===== src/rtl/vram_arbiter.sv =====
`timescale 1ns / 1ps
// Time-slot arbiter sharing the single-port ZX display RAM between video scan-out and the CPU.
// Optional macro VRAM_CONTENTION_EN: CPU is held off for the whole active line.
module vram_arbiter #(
  parameter int unsigned CELL_CLKS = 16,
  localparam int unsigned PhaseW = $clog2(CELL_CLKS)
) (
  input  logic              clk,
  input  logic              reset,
  // Video side
  input  logic              fetch_en,
  input  logic [PhaseW-1:0] cell_phase,
  input  logic [12:0]       vid_pix_addr,
  input  logic [12:0]       vid_attr_addr,
  output logic [7:0]        vid_pix_data,
  output logic [7:0]        vid_attr_data,
  // CPU side
  input  logic              cpu_req,
  input  logic              cpu_we,
  input  logic [12:0]       cpu_addr,
  input  logic [7:0]        cpu_wdata,
  output logic              cpu_ack,
  output logic [7:0]        cpu_rdata,
  output logic              cpu_wait,
  // RAM port
  output logic [12:0]       ram_addr,
  output logic              ram_we,
  output logic [7:0]        ram_wdata,
  input  logic [7:0]        ram_rdata
);

  localparam logic [0:0] StIdle = 1'b0;
  localparam logic [0:0] StBusy = 1'b1;

  localparam logic [PhaseW-1:0] PhPix     = PhaseW'(0);
  localparam logic [PhaseW-1:0] PhAttr    = PhaseW'(1);
  localparam logic [PhaseW-1:0] PhAttrCap = PhaseW'(2);
  localparam logic [PhaseW-1:0] PhLast    = PhaseW'(CELL_CLKS - 1);

  logic [0:0]  state_q, state_d;
  logic [12:0] ram_addr_q, ram_addr_d;
  logic        ram_we_q, ram_we_d;
  logic [7:0]  ram_wdata_q, ram_wdata_d;
  logic [7:0]  pix_shadow_q, pix_shadow_d;
  logic [7:0]  attr_shadow_q, attr_shadow_d;
  logic [7:0]  vid_pix_q, vid_pix_d;
  logic [7:0]  vid_attr_q, vid_attr_d;
  logic [7:0]  cpu_rdata_q, cpu_rdata_d;

  logic slot_free;
  logic busy;
  logic vid_pix_slot;
  logic vid_attr_slot;
  logic cpu_issue;

`ifdef VRAM_CONTENTION_EN
  assign slot_free = ~fetch_en;
`else
  assign slot_free = ~fetch_en | (cell_phase >= PhAttrCap);
`endif

  assign busy          = (state_q == StBusy);
  assign vid_pix_slot  = fetch_en & (cell_phase == PhPix);
  assign vid_attr_slot = fetch_en & (cell_phase == PhAttr);
  assign cpu_issue     = ~busy & cpu_req & slot_free;

  // Port issue and CPU FSM. slot_free never overlaps a video slot, so the two
  // address sources cannot collide.
  always_comb begin
    state_d     = state_q;
    ram_addr_d  = ram_addr_q;
    ram_we_d    = 1'b0;
    ram_wdata_d = ram_wdata_q;
    cpu_rdata_d = cpu_rdata_q;

    if (vid_pix_slot) begin
      ram_addr_d = vid_pix_addr;
    end else if (vid_attr_slot) begin
      ram_addr_d = vid_attr_addr;
    end

    case (state_q)
      StIdle: begin
        if (cpu_issue) begin
          ram_addr_d  = cpu_addr;
          ram_we_d    = cpu_we;
          ram_wdata_d = cpu_wdata;
          state_d     = StBusy;
        end
      end
      StBusy: begin
        state_d = StIdle;
        // ram_we_q still marks the access type during the return cycle
        if (!ram_we_q) begin
          cpu_rdata_d = ram_rdata;
        end
      end
      default: state_d = StIdle;
    endcase
  end

  // Video double buffer: capture into shadows, expose at the cell boundary.
  always_comb begin
    pix_shadow_d  = pix_shadow_q;
    attr_shadow_d = attr_shadow_q;
    vid_pix_d     = vid_pix_q;
    vid_attr_d    = vid_attr_q;

    if (fetch_en) begin
      if (cell_phase == PhAttr) begin
        pix_shadow_d = ram_rdata;
      end
      if (cell_phase == PhAttrCap) begin
        attr_shadow_d = ram_rdata;
      end
      if (cell_phase == PhLast) begin
        vid_pix_d  = pix_shadow_q;
        vid_attr_d = attr_shadow_q;
      end
    end
  end

  always_ff @(posedge clk) begin
    if (reset) begin
      state_q       <= StIdle;
      ram_addr_q    <= 13'h0000;
      ram_we_q      <= 1'b0;
      ram_wdata_q   <= 8'h00;
      pix_shadow_q  <= 8'h00;
      attr_shadow_q <= 8'h00;
      vid_pix_q     <= 8'h00;
      vid_attr_q    <= 8'h00;
      cpu_rdata_q   <= 8'h00;
    end else begin
      state_q       <= state_d;
      ram_addr_q    <= ram_addr_d;
      ram_we_q      <= ram_we_d;
      ram_wdata_q   <= ram_wdata_d;
      pix_shadow_q  <= pix_shadow_d;
      attr_shadow_q <= attr_shadow_d;
      vid_pix_q     <= vid_pix_d;
      vid_attr_q    <= vid_attr_d;
      cpu_rdata_q   <= cpu_rdata_d;
    end
  end

  // Reset during the return cycle abandons the access: no ack, and the RAM must
  // not commit a pending write at the reset edge.
  assign cpu_ack       = busy & ~reset;
  assign ram_we        = ram_we_q & ~reset;
  assign ram_addr      = ram_addr_q;
  assign ram_wdata     = ram_wdata_q;
  assign cpu_rdata     = (cpu_ack && !ram_we_q) ? ram_rdata : cpu_rdata_q;
  assign cpu_wait      = cpu_req & ~cpu_ack & ~busy & ~slot_free;
  assign vid_pix_data  = vid_pix_q;
  assign vid_attr_data = vid_attr_q;

endmodule


===== config.mk =====
export PLATFORM = sky130hd
export DESIGN_NAME = vram_arbiter
export DESIGN_NICKNAME = d
export VERILOG_FILES = /design/src/rtl/vram_arbiter.sv
export SDC_FILE = /design/constraint.sdc
export NUM_CORES = 1
export LEC_CHECK = 0
export ABC_CLOCK_PERIOD_IN_PS = 3850
export CORE_MARGIN = 3
export CORE_UTILIZATION = 40
export CTS_BUF_LIST = sky130_fd_sc_hd__clkbuf_16
export DETAILED_ROUTE_END_ITERATION = 7
export GPL_ROUTABILITY_DRIVEN = 0
export PLACE_DENSITY = 0.74
export SETUP_SLACK_MARGIN = 0.05
export SYNTH_ARGS = -nofsm -noshare
export SYNTH_HDL_FRONTEND = slang
export SYNTH_SLANG_ARGS = --single-unit

===== constraint.sdc =====
create_clock -name clk -period 3.85 [get_ports clk]
set_input_delay 0.77 -clock clk [delete_from_list [all_inputs] [get_ports clk]]
set_output_delay 0.77 -clock clk [all_outputs]
set_load 0.1 [all_outputs]

* After elaboration in Yosys (flattened, before gate mapping)
Cells that the tools add are included.
W data, S select, Z words.
** Storage, ports and cells
- Word-level logic and storage cells :: 46
- Input bits :: 64
- Flip-flop bits (word level) :: 63
- Output and inout bits :: 48
** Operators by class
- Equality and inequality tests :: 3
- Order comparisons :: 1
- Bitwise operators :: 17
- Multiplexer cells :: 7
- Reduce and logical (&&, ||, !) cells :: 9
** Operators with widths (count)
- $mux W13 :: 4
- $reduce_and A2 Y1 :: 5
- $and A1 B1 Y1 :: 9
- $mux W8 :: 1
- $not A1 Y1 :: 7
- $eq A4 B1 Y1 const B :: 1
- $eq A4 B2 Y1 const B :: 1
- $eq A4 B4 Y1 const B :: 1
- $ge A4 B2 Y1 const B :: 1
- $logic_not A4 Y1 :: 1
- $reduce_or A3 Y1 :: 1
- $pmux W1 S2 :: 1
- $logic_and A1 B1 Y1 :: 1
- $logic_not A1 Y1 :: 1
- $mux W1 :: 1
- $or A1 B1 Y1 :: 1

* Longest topological paths before layout
- Depth after elaboration :: 6
- Mapped depth :: 5
- Mapped depth without buffers :: 3

* Worst setup path before layout
No wires, ideal clock.
- Kind :: input -> output
- From :: input reset
- To :: output cpu_rdata[0]
- Data arrival time :: 3.283 ns
- Cell stages on the path :: 5
- Slack :: -0.203 ns
- Required time :: 3.080 ns
- Path buffers :: 2
- Cell sequence :: clkbuf_1 -> nor2b_1 -> nor2b_1 -> buf_2 -> mux2_2
** Between the ends
- Longest elaborated chain between the ends :: 4
** RTL lines
- from (decl) :: line 9 : input logic reset,
- $not A1 Y1 :: line 149 : assign cpu_ack = busy & ~reset;
- $and A1 B1 Y1 :: line 149
- named net cpu_ack :: line 22 : output logic cpu_ack,
- $logic_and A1 B1 Y1 :: line 153 : assign cpu_rdata = (cpu_ack && !ram_we_q) ? ram_rdata : cpu_rdata_q;
- $mux W8 :: line 153
- to (decl) :: line 23 : output logic [7:0] cpu_rdata,
The timed path passes the listed nets, and every way through them passes these cells.

* Final worst setup path
- From :: input cell_phase[1]
- To :: output cpu_wait
** Between the ends
- Longest elaborated chain between the ends :: 4
** RTL lines
- from (decl) :: line 12 : input logic [PhaseW-1:0] cell_phase,
- $ge A4 B2 Y1 :: line 59 : assign slot_free = ~fetch_en | (cell_phase >= PhAttrCap);
- $or A1 B1 Y1 :: line 59
- $not A1 Y1 :: line 154 : assign cpu_wait = cpu_req & ~cpu_ack & ~busy & ~slot_free;
- $and A1 B1 Y1 :: line 154
- to (decl) :: line 24 : output logic cpu_wait,
Every way passes these cells.

==> reports/qor.txt <==
Cells after DPL: 471
IO Count: 112
Synth cell types: 22
first-pass GRT wire length: 11,900 um
setup TNS: 0 ps
worst endpoint required time: 3080 ps
Post-CTS Setup Repair Bufs: 0
average routed wire per standard cell: 14.8 um
number of global-route vias before repair: 2,468
CTS root buf: clkbuf_16
global route overflow: 0
Worst-Skew Late Latency: 320 ps
Cell Rows: 30
core area: 0.00687 mm^2
Gate Count Post-Synth: 285
commonest non-fill, non-tap cell in the layout: clkdlybuf4s50_1
Power Internal: 1.47 mW
Final ANT Viol Nets: 0
GRT met1 Usage: 0.199
die width: 90.5 um
Hold/Removal Path Class: flip-flop to flip-flop
clock skew: 4.23 ps
H-tree Lvls: 3
Nets: 450
maximum vdd drop: 0.282 mV
initial core utilization: 0.415
met3 Use GR: 0.0842
Post-Route WL: 7220 um
Clk pin slew, worst setup/hold paths: 60 ps
Post-CTS Hold Buffers: 0
Longest Clk Path Bufs: 2
CTS tree: done
average cell area after synthesis: 10.0 um^2
Tot GR Track Use: 0.183
status: completed
fin crit share: 0.789
CP endpoint kind: primary output
input/output buffers: 111
CP Class: input pin to primary output
initial antenna violation count: 0
sequential area share after synthesis: 0.442
CP Launch Type: input pin
Pre-antenna DRT Iters: 4
initial DRC count: 75
largest net degree at the start of global routing: 73
achievable frequency: 329 MHz
Die H: 90.5 um
Layout Cells excl Fill: 487
CP arrival: 2270 ps
Leak: 1.75 nW
register share of total power: 0.338
synthesized flop and latch total: 63
Resized Gates After CTS: 0
cell count of the worst reg-to-reg path: 4
combinational share of power: 0.193
area of the die: 0.00818 mm^2
Post-Syn Nets: 349
Sink Count: 63
switching power: 565 uW
Yosys Warn Count: 0
ant diodes: 0
Switching Share: 0.278
crit-path max FO: 4
vias per cell: 4.90
power share of the clock group: 0.469
Worst path max stage delay: 610 ps
Setup-failing EPs final: 0
Num CTS Buffers: 9
hpwl dp: 5070 um
Storage cell area: 0.00126 mm^2
hold depth: 2
Pwr Density: 459 mW/mm^2
worst-margin pin slew: 1030 ps
drt drc: 0
cells along the critical path: clkdlybuf4s50_1, or4b_1, nor2b_1, buf_12
Slowest cell on crit path: or4b_1
relative slew slack: 0.313
vias: 2,384
fraction of layout cells with a size suffix above 1: 0.130
Area Overhead vs Synth: 55.1%
multi-input logic area: 0.00147 mm^2
unrepaired setup endpoints after global routing: no
Final min period: 3040 ps
fillcell total: 583
max_cap viols: 0
met2 usage: 0.310
max-slew violation count: 0
most frequent cells in the layout: clkdlybuf4s50_1, dfxtp_1, mux2i_1
Mapped Area: 0.00285 mm^2
Fin. Hold Viols: 0
busiest layer in global routing: met2
sequential cells by signal, summed over array words and instances, names as in the netlist:
| signal | cells |
|---|---|
| busy | 1 |
| vid_attr_data | 8 |
| ram_we_q | 1 |
| ram_wdata | 8 |
| attr_shadow_q | 8 |
| ram_addr | 13 |
| vid_pix_data | 8 |
| pix_shadow_q | 8 |
| cpu_rdata_q | 8 |
cell usage after synthesis:
cell type	n	area share
dfxtp_1	63	0.44
mux2i_1	45	0.16
nand2b_1	41	0.090
a211oi_1	26	0.068
nor2b_1	19	0.042
nand2_1	17	0.022
clkbuf_1	11	0.014
buf_2	9	0.016
nand3_1	9	0.016
a21bo_1	8	0.028
a21oi_1	8	0.014
a21oi_2	8	0.025
mux2_2	8	0.032
buf_6	3	0.012
buf_1	2	0.0026
nor2_1	2	0.0026
and3_1	1	0.0022
and4b_1	1	0.0035
clkbuf_2	1	0.0018
nand4b_1	1	0.0031
nor3b_1	1	0.0026
or4b_1	1	0.0035
critical path: cells and delay by family:
family | cells | cell delay [ps]
simple gates | 2 | 850
buf+inv | 2 | 650
metal layers:
layer	vias to the layer above	share of wire
met3	16	0.081
li1	1196	-
met5	-	0
met4	0	0.027
met2	75	0.48
met1	1097	0.41
layout make-up:
cell class | instances | share of cell area
Multi-Input combinational cell | 196 | 0.331
Sequential cell | 63 | 0.285
Timing Repair Buffer | 116 | 0.278
Clock buffer | 9 | 0.0509
Clock inverter | 7 | 0.0283
Tap cell | 96 | 0.0271
power groups by stage:
| stage | clock (mW) | sequential (mW) | combinational (mW) |
|---|---|---|---|
| floorplan | 0 | 0.811 | 0.142 |
| global placement | 0 | 0.700 | 0.391 |
| detailed placement | 0 | 0.700 | 0.394 |
| CTS | 0.970 | 0.687 | 0.395 |
| global route | 1.00 | 0.690 | 0.411 |
| finish | 0.952 | 0.687 | 0.392 |
path summary, 6_finish.rpt:
kind / startpoint / to / slack [ps]
max: cell_phase[1] / cpu_wait / 810
min: cpu_rdata_q[6]$_SDFFE_PP0P_ / cpu_rdata_q[6]$_SDFFE_PP0P_ / 450
max reg2reg: busy$_SDFF_PP0_ / ram_addr[10]$_SDFF_PP0_ / 2510
min reg2reg: cpu_rdata_q[6]$_SDFFE_PP0P_ / cpu_rdata_q[6]$_SDFFE_PP0P_ / 450
kinds of logic (layout without fill, tap and decap cells):
kind of cell           count (synthesis)  after routing  synth area share
and+or+nand+nor                       93             93             0.187
DFF                                   63             63             0.442
muxes                                 53             53             0.189
AOI/OAI and AO/OA                     50             50             0.135
buffers and inverters                 26            132            0.0465
through the flow:
| stage | utilization | worst slack (ps) | power, mW | cell area, um^2 | hold slack [ps] |
|---|---|---|---|---|---|
| 2_1_floorplan | - | 170 | 0.953 | 2860 | 434 |
| 3_5_place_dp | 0.593 | 795 | 1.09 | 4080 | 447 |
| 3_3_place_gp | 0.593 | 804 | 1.09 | 4080 | 440 |
| 5_1_grt | 0.644 | 760 | 2.10 | 4430 | 484 |
| 4_1_cts | 0.644 | 793 | 2.05 | 4430 | 455 |
| 6_report | 0.644 | 811 | 2.03 | 4430 | 454 |
Power figures use the tool's default switching activity.
